### src/rtl/snoop_pkg.sv
// rtl/snoop_pkg.sv - shared coherence encodings for the snoop emitter and receptor
package snoop_pkg;

  // line states
  localparam logic [1:0] ST_INVALID   = 2'b00;
  localparam logic [1:0] ST_EXCLUSIVE = 2'b01;
  localparam logic [1:0] ST_SHARED    = 2'b10;

  // bus message codes
  localparam logic [1:0] MSG_READ_MISS  = 2'b00;
  localparam logic [1:0] MSG_WRITE_MISS = 2'b01;
  localparam logic [1:0] MSG_INVALIDATE = 2'b10;
  localparam logic [1:0] MSG_EMPTY      = 2'b11;

  // processor action codes (emitter side)
  localparam logic [1:0] PR_READ_HIT   = 2'b00;
  localparam logic [1:0] PR_READ_MISS  = 2'b01;
  localparam logic [1:0] PR_WRITE_HIT  = 2'b10;
  localparam logic [1:0] PR_WRITE_MISS = 2'b11;

  typedef enum logic {
    CTRL_IDLE    = 1'b0,
    CTRL_WB_WAIT = 1'b1
  } ctrl_e;

  // 11 is not a line state; loads carrying it are dropped
  function automatic logic is_line_state(input logic [1:0] s);
    return s != 2'b11;
  endfunction

endpackage

### src/rtl/snoop_msg_fifo.sv
// rtl/snoop_msg_fifo.sv - DEPTH x 2-bit message queue with wrapping pointers
module snoop_msg_fifo
  import snoop_pkg::*;
#(
  parameter int DEPTH = 4,
  parameter int CW    = $clog2(DEPTH) + 1
) (
  input  logic          clock,
  input  logic          reset,
  input  logic          push,
  input  logic          pop,
  input  logic [1:0]    din,
  output logic [1:0]    dout,
  output logic [CW-1:0] count,
  output logic          full,
  output logic          empty
);

  localparam int AW = $clog2(DEPTH);

  logic [1:0]    mem [DEPTH];
  logic [AW-1:0] wr_ptr;
  logic [AW-1:0] rd_ptr;
  logic          do_push;
  logic          do_pop;

  assign full    = (count == CW'(DEPTH));
  assign empty   = (count == '0);
  assign dout    = mem[rd_ptr];
  // a full queue refuses writes even when the head leaves in the same cycle
  assign do_push = push && !full;
  assign do_pop  = pop && !empty;

  // storage write; contents need no reset since count guards every read
  always_ff @(posedge clock) begin
    if (do_push) mem[wr_ptr] <= din;
  end

  // pointers and occupancy; power-of-two depth lets pointers wrap naturally
  always_ff @(posedge clock or posedge reset) begin
    if (reset) begin
      wr_ptr <= '0;
      rd_ptr <= '0;
      count  <= '0;
    end else begin
      if (do_push) wr_ptr <= wr_ptr + AW'(1);
      if (do_pop)  rd_ptr <= rd_ptr + AW'(1);
      if (do_push && !do_pop)      count <= count + CW'(1);
      else if (do_pop && !do_push) count <= count - CW'(1);
    end
  end

endmodule

### src/rtl/snoop_receptor.sv
// rtl/snoop_receptor.sv - bus-side snooping controller for one cache line
module snoop_receptor
  import snoop_pkg::*;
#(
  parameter int DEPTH = 4,
  parameter int CW    = $clog2(DEPTH) + 1
) (
  input  logic          clock,
  input  logic          reset,
  input  logic          bus_valid,
  input  logic [1:0]    bus_msg,
  output logic          bus_ready,
  input  logic          local_load,
  input  logic [1:0]    local_state,
  output logic          wb_req,
  input  logic          wb_ack,
  output logic          abort_mem,
  output logic [1:0]    state,
  output logic          proto_err,
  output logic [CW-1:0] count,
  output logic          busy
);

  ctrl_e      ctrl_q, ctrl_d;
  logic [1:0] state_q, state_d;
  logic [1:0] target_q, target_d;
  logic       abort_q, abort_d;
  logic       perr_q, perr_d;
  logic       pop;
  logic       push;
  logic [1:0] head;
  logic       full;
  logic       empty;

  assign push = bus_valid && (bus_msg != MSG_EMPTY);

  snoop_msg_fifo #(.DEPTH(DEPTH), .CW(CW)) u_fifo (
    .clock (clock),
    .reset (reset),
    .push  (push),
    .pop   (pop),
    .din   (bus_msg),
    .dout  (head),
    .count (count),
    .full  (full),
    .empty (empty)
  );

  assign bus_ready = !full;
  // combinational from the controller state so reset drops it at once
  assign wb_req    = (ctrl_q == CTRL_WB_WAIT);
  assign busy      = (ctrl_q == CTRL_WB_WAIT);
  assign state     = state_q;
  assign abort_mem = abort_q;
  assign proto_err = perr_q;

  // controller registers and one-cycle output pulses
  always_ff @(posedge clock or posedge reset) begin
    if (reset) begin
      ctrl_q   <= CTRL_IDLE;
      state_q  <= ST_INVALID;
      target_q <= ST_INVALID;
      abort_q  <= 1'b0;
      perr_q   <= 1'b0;
    end else begin
      ctrl_q   <= ctrl_d;
      state_q  <= state_d;
      target_q <= target_d;
      abort_q  <= abort_d;
      perr_q   <= perr_d;
    end
  end

  // next-state: local loads win, otherwise retire the head message
  always_comb begin
    ctrl_d   = ctrl_q;
    state_d  = state_q;
    target_d = target_q;
    abort_d  = 1'b0;
    perr_d   = 1'b0;
    pop      = 1'b0;
    case (ctrl_q)
      CTRL_IDLE: begin
        if (local_load) begin
          if (is_line_state(local_state)) state_d = local_state;
        end else if (!empty) begin
          pop = 1'b1;
          case (state_q)
            ST_SHARED: begin
              if (head != MSG_READ_MISS) state_d = ST_INVALID;
            end
            ST_EXCLUSIVE: begin
              case (head)
                MSG_READ_MISS: begin
                  ctrl_d   = CTRL_WB_WAIT;
                  target_d = ST_SHARED;
                end
                MSG_WRITE_MISS: begin
                  ctrl_d   = CTRL_WB_WAIT;
                  target_d = ST_INVALID;
                end
                default: begin
                  // a remote invalidate cannot target a line we own exclusively
                  state_d = ST_INVALID;
                  perr_d  = 1'b1;
                end
              endcase
            end
            default: ;
          endcase
        end
      end
      CTRL_WB_WAIT: begin
        if (wb_ack) begin
          state_d = target_q;
          abort_d = 1'b1;
          ctrl_d  = CTRL_IDLE;
        end
      end
      default: ctrl_d = CTRL_IDLE;
    endcase
  end

endmodule
### config.mk
export PLATFORM = sky130hd
export DESIGN_NAME = snoop_receptor
export DESIGN_NICKNAME = d
export VERILOG_FILES = /design/src/rtl/snoop_pkg.sv /design/src/rtl/snoop_msg_fifo.sv /design/src/rtl/snoop_receptor.sv
export SDC_FILE = /design/constraint.sdc
export NUM_CORES = 1
export LEC_CHECK = 0
export ABC_CLOCK_PERIOD_IN_PS = 2660
export BUFFER_PORTS_ARGS = -buffer_cell sky130_fd_sc_hd__buf_2
export CAP_MARGIN = 25
export CORE_MARGIN = 2
export CORE_UTILIZATION = 57
export CTS_BUF_LIST = sky130_fd_sc_hd__clkbuf_4 sky130_fd_sc_hd__clkbuf_8
export DETAILED_ROUTE_END_ITERATION = 7
export PLACE_DENSITY = 0.81
export SETUP_SLACK_MARGIN = 0.3
export SLEW_MARGIN = 10
export SYNTH_ARGS = -nofsm -noshare
export SYNTH_HDL_FRONTEND = slang
export SYNTH_HIERARCHICAL = 1
export SYNTH_SLANG_ARGS = --single-unit
### constraint.sdc
create_clock -name clock -period 2.66 [get_ports clock]
set_input_delay 0.399 -clock clock [delete_from_list [all_inputs] [get_ports clock]]
set_output_delay 0.399 -clock clock [all_outputs]
set_load 0.05 [all_outputs]
Word level (Yosys, flattened, before mapping). Memory sizes are Yosys's and may differ from the RTL's. Cells that the tools add are included.

Register bits: 14. Bits in writable memories: 8. Bits of input ports: 9. Output and inout bits: 10. Word-level logic and storage cells: 74. Memories kept: 1.

Memory list: u_fifo.mem (words 4, bits a word 2, rd ports 1, clocked after memory_dff 0, wr ports 1, RTL line snoop_msg_fifo.sv:21) `logic [1:0] mem [DEPTH];`.

Add/sub/neg operators: 4. Equality and inequality tests: 12. Multiplexer cells: 29. Bitwise logic cells: 3. Reductions and logical operators: 17.

Operators by type and width (count): 2-to-1 mux 1 bit (17); 2-to-1 mux 2 bit (6); one-hot mux 2 bit (2 select lines) (3); inequality test 4 bit (second input constant) (2); 2-to-1 mux 3 bit (2); inequality test 2 bit (second input constant) (3); inequality test 3 bit (second input constant) (2); AND reduction 6 bit (1); nonzero test 2 bit (3); logical AND 1 bit (5); AND reduction 5 bit (1); adder 2 x 1 -> 2 bit (second input constant) (2); == test 2 x 1 -> 1 bit (second input constant) (2); zero test 1 bit (4); inequality test 4 x 2 -> 1 bit (second input constant) (1); adder 3 x 1 -> 3 bit (second input constant) (1); == test 3 bit (second input constant) (1); zero test 3 bit (1); NOT 1 bit (3); subtractor 3 x 1 -> 3 bit (second input constant) (1); == test 2 bit (second input constant) (1); zero test 2 bit (1); one-hot mux 1 bit (2 select lines) (1); OR reduction 2 bit (1).

Longest topological paths before layout. Gate-level depths: netlist of run 1.

Word-level depth: 8. Gate-level depth with buffers: 9. Mapped depth without buffers: 9.

Modules after synthesis. The synthesis of run 1 kept the hierarchy.

By module, submodules not included: snoop_msg_fifo (times used 1, cells an instance 46, area each 728.2 um^2, sequential area each 415.4 um^2); snoop_receptor (times used 1, cells an instance 39, area each 356.6 um^2, sequential area each 150.1 um^2).

Worst setup path before layout of run 1. Ideal clock, no wire load.

Path kind: reg2reg. Start point: register u_fifo.count[0]. End point: register u_fifo.count[1]. Library setup time: 0.125 ns. Arrival time: 2.261 ns. Required time: 2.535 ns. Path slack: 0.274 ns. Stages on the path, launching flop included: 8. Buffers on the path: 0. Period minus slack after synthesis: 2.386 ns. Cell sequence: dfrtp_1 nor3_1 nor3_1 nand2b_1 ha_1 inv_1 fa_1 mux2_2.

Word-level cells in the longest chain between the ends: 8. Elaborated cells between the ends (all ways): 18. Those cells by class: 2 x add/sub; 1 x eq/ne; 5 x mux; 10 x reduce/logical.

RTL lines: from (decl) (RTL line snoop_msg_fifo.sv:14) `output logic [CW-1:0] count,`; from (signal assigned) (RTL line snoop_msg_fifo.sv:48) `if (do_push && !do_pop) count <= count + CW'(1);`; from (signal assigned) (RTL line snoop_msg_fifo.sv:49) `else if (do_pop && !do_push) count <= count - CW'(1);`; zero test 3 bit * (RTL line snoop_msg_fifo.sv:28) `assign empty = (count == '0);`; net empty (RTL line snoop_receptor.sv:33) `logic empty;`; 2-to-1 mux 1 bit * (RTL line snoop_receptor.sv:86) `end else if (!empty) begin`; 2-to-1 mux 1 bit * (RTL line snoop_receptor.sv:84) `if (local_load) begin`; 2-to-1 mux 1 bit * (RTL line snoop_receptor.sv:82) `case (ctrl_q)`; net pop (RTL line snoop_receptor.sv:29) `logic pop;`; logical AND 1 bit * (RTL line snoop_msg_fifo.sv:32) `assign do_pop = pop && !empty;`; zero test 1 bit (RTL line snoop_msg_fifo.sv:48); logical AND 1 bit (RTL line snoop_msg_fifo.sv:48); 2-to-1 mux 3 bit or nonzero test 2 bit (tied branches).

Mark *: on every way through the listed nets, which the timed path passes. The rest lies on a longest branch. The select of a mux whose other input is x is not followed. A chain may end at the register's enable or synchronous reset.

Worst setup path in the final report of run 1.
Start point: register ctrl_q, in the netlist busy. End point: register u_fifo.count[1].

Word-level cells in the longest chain between the ends: 5. Elaborated cells between the ends (all ways): 7. Those cells by class: 2 x mux; 5 x reduce/logical.

RTL lines: from (decl) (RTL line snoop_receptor.sv:24) `ctrl_e ctrl_q, ctrl_d;`; from (signal assigned) (RTL line snoop_receptor.sv:66) `ctrl_q <= ctrl_d;`; 2-to-1 mux 1 bit * (RTL line snoop_receptor.sv:82); net pop (RTL line snoop_receptor.sv:29); logical AND 1 bit * (RTL line snoop_msg_fifo.sv:32); zero test 1 bit (RTL line snoop_msg_fifo.sv:48); logical AND 1 bit (RTL line snoop_msg_fifo.sv:48); 2-to-1 mux 3 bit or nonzero test 2 bit (tied branches).

Mark *: on every way through the listed nets, which the timed path passes. The rest lies on a longest branch.

==> results of run 1 <==
-- worst paths after layout --
path,cells after the start,startpoint,slack [ns],to
min reg2reg,2,target_q[1]$_DFFE_PP0P_,0.51,target_q[1]$_DFFE_PP0P_
min in group asynchronous,3,reset,0.55,abort_mem$_DFF_PP0_
max,6,busy$_DFF_PP0_,0.39,u_fifo/count[1]$_DFFE_PP0P_
min,2,wb_ack,0.32,abort_mem$_DFF_PP0_
max reg2reg,6,busy$_DFF_PP0_,0.39,u_fifo/count[1]$_DFFE_PP0P_
max in group asynchronous,3,reset,1.87,u_fifo/count[1]$_DFFE_PP0P_
-- worst max-delay path, stage by stage (launching register included) --
cell and delay, ns:
dfrtp_1 0.51, nor3_1 0.47, nand2b_1 0.18, ha_1 0.24, inv_1 0.07, fa_1 0.42, mux2_2 0.28
-- sequential cells by signal, indices dropped and copies added (netlist names) --
signal	count
abort_mem	1
busy	1
proto_err	1
state	2
target_q	1
u_fifo/count	3
u_fifo/mem	8
u_fifo/rd_ptr	2
u_fifo/wr_ptr	2
-- power by group through the flow --
stage                     registers, mW  logic (mW)  clock network, mW
after floorplan                   0.639       0.361                  0
after global placement            0.540       0.554                  0
after detailed placement          0.547       0.581                  0
after CTS                         0.540       0.582              0.164
after global routing              0.557       0.626              0.175
final                             0.540       0.578              0.161
-- repair_timing --
item,CTS,global route
endpoints found under the hold margin,5,0
gates resized for setup,0,1
hold buffers,1,0
buffers inserted,0,0
setup endpoints to repair,0,1
-- kinds of logic after synthesis --
logic type,after synthesis
AOI/OAI and AO/OA,8
muxes,4
buffers and inverters,10
adders and majority gates,6
and+or+nand+nor,30
DFF,21
xor gates and xnor gates,6
-- metrics by stage --
step	total power, mW	instances
finish	1.28	130
global route	1.36	130
CTS	1.29	130
detailed placement	1.13	125
global placement	1.09	125
floorplan	1.00	85
-- cells in the mapped netlist (all sizes together) --
master,instances
a211oi,1
buf,3
nor2b,2
and2,5
edfxtp,8
fa,1
dfrtp,13
a221oi,1
a21boi,1
nor3,4
nor3b,1
nand3b,2
nand2,4
nor2,6
or2b,1
xor2,2
mux2,2
xnor2,4
a21oi,1
ha,5
o21ai,2
or4b,1
nand2b,1
or3,1
o22ai,1
and3,1
o211ai,1
inv,7
mux4,2
or3b,1
-- cell type report --
| type | count | area (um^2) | area share |
|---|---|---|---|
| Sequential cell | 21 | 568 | 0.464 |
| Multi-Input combinational cell | 54 | 468 | 0.382 |
| Timing Repair Buffer | 19 | 100 | 0.0818 |
| Tap cell | 25 | 31.3 | 0.0256 |
| Clock buffer | 4 | 30.0 | 0.0245 |
| Inverter | 7 | 26.3 | 0.0215 |
-- routing by layer --
layer | up-vias | wire [um] | global-route usage
met5 | - | 0 | 0
met4 | 0 | 27 | 0.0973
met3 | 4 | 84 | 0.0453
met2 | 19 | 906 | 0.305
met1 | 333 | 741 | 0.215
li1 | 336 | - | -
==> flow_metrics.py, run 1 <==
metrics = {
    "clocking": {
        "cts_buffers": 3,
        "root_buffer": "clkbuf_4",
        "cts_sinks": 21,
        "clockBufferDepth": 2,
        "cts_tree": "yes",
        "cts.clk_slew.worst_paths_ns": 0.12,
        "h-tree-depth": 1,
        "clk-insertion-delay-late_ns": 0.30,
    },
    "logic_synthesis": {
        "syn_inst": 85,
        "yosysTopAreaCell": "dfrtp_1",
        "synth-simple-area-share": 0.178,
        "synth_xor_area_frac": 0.0484,
        "synth_fa_ha_area_frac": 0.0761,
        "synthMuxAreaShare": 0.0657,
        "synth_seq_area_share": 0.521,
        "synth_cell_type_count": 33,
        "ys_seq_elements": 21,
        "yosys.area.top_type_share": 0.300,
        "syn_area_per_cell_um2": 12.8,
        "synth_area_um2": 1080,
        "yosysWarnings": 6,
        "netlist_top_cells_area": "dfrtp_1 30%, edfxtp_1 22%, ha_1 5.8%",
        "syn-num-nets": 100,
        "synth_top_family_by_area": "simple AND/OR/NAND/NOR gates",
        "synth_compound_area_frac": 0.0588,
    },
    "setup_path": {
        "cp.required_ns": 2.86,
        "cp_max_fo": 12,
        "cp-start-kind": "flip-flop",
        "path_class": "reg2reg",
        "worstPathArrival_ns": 2.48,
        "end_kind": "flip-flop",
    },
    "floorplan": {
        "placementRows": 15,
        "dieHeight_um": 47.6,
        "die_w_um": 47.6,
        "ioPinCount": 19,
        "core_um2": 1760,
        "die_area_um2": 2270,
        "start_util": 0.615,
    },
    "routing": {
        "initialDrtViolationCount": 10,
        "wire_per_inst_um": 13.5,
        "first_pass_iters": 4,
        "drc": 0,
        "drtAntennaViolNets": 0,
        "vias": 692,
        "drt-total-wl_um": 1760,
        "viasPerCell": 5.32,
    },
    "global_routing": {
        "grt_pass1_wl_um": 2690,
        "overflow": 0,
        "grt_pass1_vias": 621,
        "grt_max_degree": 13,
        "antenna_found_initial": 0,
        "grt_use_total": 0.182,
    },
    "place": {
        "io_buffer_count": 18,
        "pre_cts_ws_ns": 0.383,
        "dpl-instance-area_um2": 1180,
        "post-dp-hpwl_um": 1430,
        "gp_congestion": 0.698,
    },
    "timing": {
        "max_freq_mhz": 440,
        "setup_viol": 0,
        "hold_viol": 0,
        "slew_viol_final": 0,
        "finalCritPeriodShare": 0.855,
        "finalClockSkew_ns": 0.0132,
        "holdWs_ns": 0.321,
        "grt_setup_unrepaired": "no",
        "relSlewSlack": 0.659,
        "worst_pin_slew_ns": 0.507,
        "fin_crit_ns": 2.27,
        "fin_tns_setup_ns": 0,
        "fin_ws_ns": 0.386,
    },
    "layout": {
        "syn_to_final_growth_pct": 12.8,
        "final_cell_mix": "18 x buf_2, 11 x dfrtp_1, 8 x edfxtp_1",
        "nNetsFinal": 121,
        "post-route-util": 0.694,
        "diodes": 0,
        "final_common_cell": "buf_2",
        "nFillCells": 135,
        "post_route_cells_drive_above_1_share": 0.381,
        "finish.instance_area_um2": 1220,
    },
    "pwr": {
        "seqPwrFrac": 0.422,
        "pwr-share-clk": 0.126,
        "p_sw_frac": 0.416,
        "internal-power_uw": 747,
        "p_sw_uw": 532,
        "p_leak_nw": 0.547,
        "ir_worst_vdd_mv": 0.726,
        "comb_power_share": 0.452,
        "p_per_area_nw_per_um2": 1050,
    },
    "run": {
        "cap_violations": 0,
    },
    "min_path": {
        "hold_path_class": "in2reg",
    },
    "outcome": {
        "status": "completed",
    },
}
Power figures use the tool's default switching activity.
==> run 2, diff against run 1 <==
--- a/config.mk
+++ b/config.mk
@@ -6,13 +6,13 @@
 export NUM_CORES = 1
 export LEC_CHECK = 0
 export ABC_CLOCK_PERIOD_IN_PS = 2660
-export BUFFER_PORTS_ARGS = -buffer_cell sky130_fd_sc_hd__buf_2
 export CAP_MARGIN = 25
 export CORE_MARGIN = 2
-export CORE_UTILIZATION = 57
+export CORE_UTILIZATION = 60
 export CTS_BUF_LIST = sky130_fd_sc_hd__clkbuf_4 sky130_fd_sc_hd__clkbuf_8
 export DETAILED_ROUTE_END_ITERATION = 7
-export PLACE_DENSITY = 0.81
+export DONT_BUFFER_PORTS = 1
+export PLACE_DENSITY = 0.76
 export SETUP_SLACK_MARGIN = 0.3
 export SLEW_MARGIN = 10
 export SYNTH_ARGS = -nofsm -noshare
==> run 2 against run 1 <==
  * Cell area fell by 5.5%
  * Routed wire length shrank 5.7%
  * Count of clock-buffer cells in the layout unchanged
  * Worst setup slack improved by 0.10 ns
  * First-iteration DRC count fell by 10%
  * Via count decreased by 9.1%
  * Total power decreased by 2.4%
  * Core utilization fell by 1.7 points
  * Global-route usage is 0.48 points lower
  * Sequential power increased by 15%
  * Hold slack lost 0.14 ns
  * Critical path depth up 3
  * Critical path type unchanged
  * Largest cell class unchanged
  * Largest power group is now sequential cells
==> flow_metrics.py, run 2 (synthesized netlist as in run 1, its figures left out) <==
metrics = {
    "setup_path": {
        "max_stage_delay_ns": 0.57,
        "worstPathArrival_ns": 2.39,
        "cp-start-kind": "flip-flop",
        "critPathBufInv": 1,
        "crit_chain": "nor3_2, nor3_1, nand2b_1, ha_1, inv_1, fa_1, xor2_1, nor2_1, xor2_1",
        "critPathTopFamily": "simple AND/OR/NAND/NOR gates",
        "path_class": "reg2reg",
        "crit_slowest_cell": "dfrtp_2",
        "crit_path_frequent_cell": "xor2_1",
        "cp.required_ns": 2.88,
        "end_kind": "flip-flop",
        "rrSetupSlack_ns": 0.49,
        "cp_max_fo": 5,
    },
    "layout": {
        "final_cell_mix": "11 x dfrtp_1, 8 x edfxtp_1, 7 x inv_1",
        "diodes": 0,
        "largest_register_ffs": 8,
        "final_common_cell": "dfrtp_1",
        "nNetsFinal": 106,
        "instances_no_fill": 115,
        "largest_register": "u_fifo/mem",
        "post-route-util": 0.677,
        "syn_to_final_growth_pct": 6.57,
        "largest_registers": "u_fifo/mem (8), u_fifo/count (3)",
        "post_route_cells_drive_above_1_share": 0.278,
    },
    "pwr": {
        "internal-power_uw": 730,
        "comb_power_share": 0.375,
        "p_total_mw": 1.25,
        "p_sw_frac": 0.415,
        "seqPwrFrac": 0.498,
        "ir_worst_vdd_mv": 0.742,
        "p_leak_nw": 0.484,
        "p_sw_uw": 518,
        "pwr-share-clk": 0.128,
        "p_per_area_nw_per_um2": 1080,
    },
    "timing": {
        "hold_viol": 0,
        "setup_viol": 0,
        "slew_viol_final": 0,
        "fin_crit_ns": 2.17,
        "max_freq_mhz": 460,
        "finalClockSkew_ns": 0.00946,
        "finalCritPeriodShare": 0.816,
        "grt_setup_unrepaired": "no",
        "relSlewSlack": 0.613,
        "fin_tns_setup_ns": 0,
        "worst_pin_slew_ns": 0.580,
    },
    "clocking": {
        "cts_sinks": 21,
        "h-tree-depth": 1,
        "cts_tree": "yes",
        "cts_buffers": 3,
        "root_buffer": "clkbuf_4",
        "cts.clk_slew.worst_paths_ns": 0.11,
        "clockBufferDepth": 2,
        "clk-insertion-delay-late_ns": 0.30,
        "cts_setup_buffers": 0,
    },
    "routing": {
        "vias": 629,
        "drt-total-wl_um": 1660,
        "initialDrtViolationCount": 9,
        "wire_per_inst_um": 14.4,
        "drc": 0,
        "drtAntennaViolNets": 0,
        "first_pass_iters": 5,
        "viasPerCell": 5.47,
    },
    "floorplan": {
        "dieHeight_um": 46.5,
        "core_um2": 1710,
        "die_w_um": 46.5,
        "placementRows": 15,
        "start_util": 0.635,
        "die_area_um2": 2160,
        "ioPinCount": 19,
    },
    "global_routing": {
        "grt_use_total": 0.177,
        "overflow": 0,
        "antenna_found_initial": 0,
        "grt_pass1_vias": 610,
        "grt_pass1_wl_um": 2590,
        "grt_max_degree": 12,
    },
    "place": {
        "io_buffer_count": 0,
        "gp_congestion": 0.736,
        "place_inst": 110,
        "post-dp-hpwl_um": 1280,
    },
    "outcome": {
        "status": "completed",
    },
    "min_path": {
        "hold_path_class": "in2reg",
    },
    "run": {
        "cap_violations": 0,
    },
}
run 2: final timing paths:
| path | start | endpoint | cells after the start |
|---|---|---|---|
| min in group asynchronous | reset | abort_mem$_DFF_PP0_ | 2 |
| max in group asynchronous | reset | u_fifo/count[1]$_DFFE_PP0P_ | 2 |
| min reg2reg | target_q[1]$_DFFE_PP0P_ | target_q[1]$_DFFE_PP0P_ | 2 |
| max | u_fifo/count[1]$_DFFE_PP0P_ | u_fifo/count[2]$_DFFE_PP0P_ | 9 |
| min | bus_msg[0] | u_fifo/mem[0][0]$_DFFE_PP_ | 0 |
| max reg2reg | u_fifo/count[1]$_DFFE_PP0P_ | u_fifo/count[2]$_DFFE_PP0P_ | 9 |
run 2: cell type report:
type                       instances  area [um^2]
inverter                           7         26.3
clock buffer                       4         30.0
sequential                        21          568
tap                               25         31.3
timing repair buffer               4         32.5
multi-input combinational         54          468
fill                             130          552
run 2: stage by stage:
stage	hold slack, ns	cell area [um^2]	setup WS (ns)
final	0.186	1160	0.488
after global routing	0.164	1160	0.327
after CTS	0.176	1150	0.343
after detailed placement	0.222	1110	0.392
after global placement	0.218	1110	0.488
after floorplan	0.190	1090	0.341
run 2: per-layer routing:
metal | GRT usage | vias to the layer above | wire, um
met2 | 0.297 | 18 | 877
met1 | 0.213 | 309 | 701
li1 | - | 300 | -
met4 | 0.0857 | 0 | 23
met5 | 0 | - | 0
met3 | 0.0392 | 2 | 58
run 2: timing repair:
item,4_1_cts,5_1_grt
endpoints found under the hold margin,13,0
endpoints found under the setup margin,0,1
gates resized for setup,0,1
hold buffers,1,0
run 2: power by group through the flow:
stage,Clock (mW),Sequential (mW),Combinational (mW)
after floorplan,0,0.639,0.361
after global routing,0.175,0.638,0.519
after CTS,0.164,0.620,0.473
after detailed placement,0,0.627,0.469
final,0.159,0.622,0.468
after global placement,0,0.623,0.447
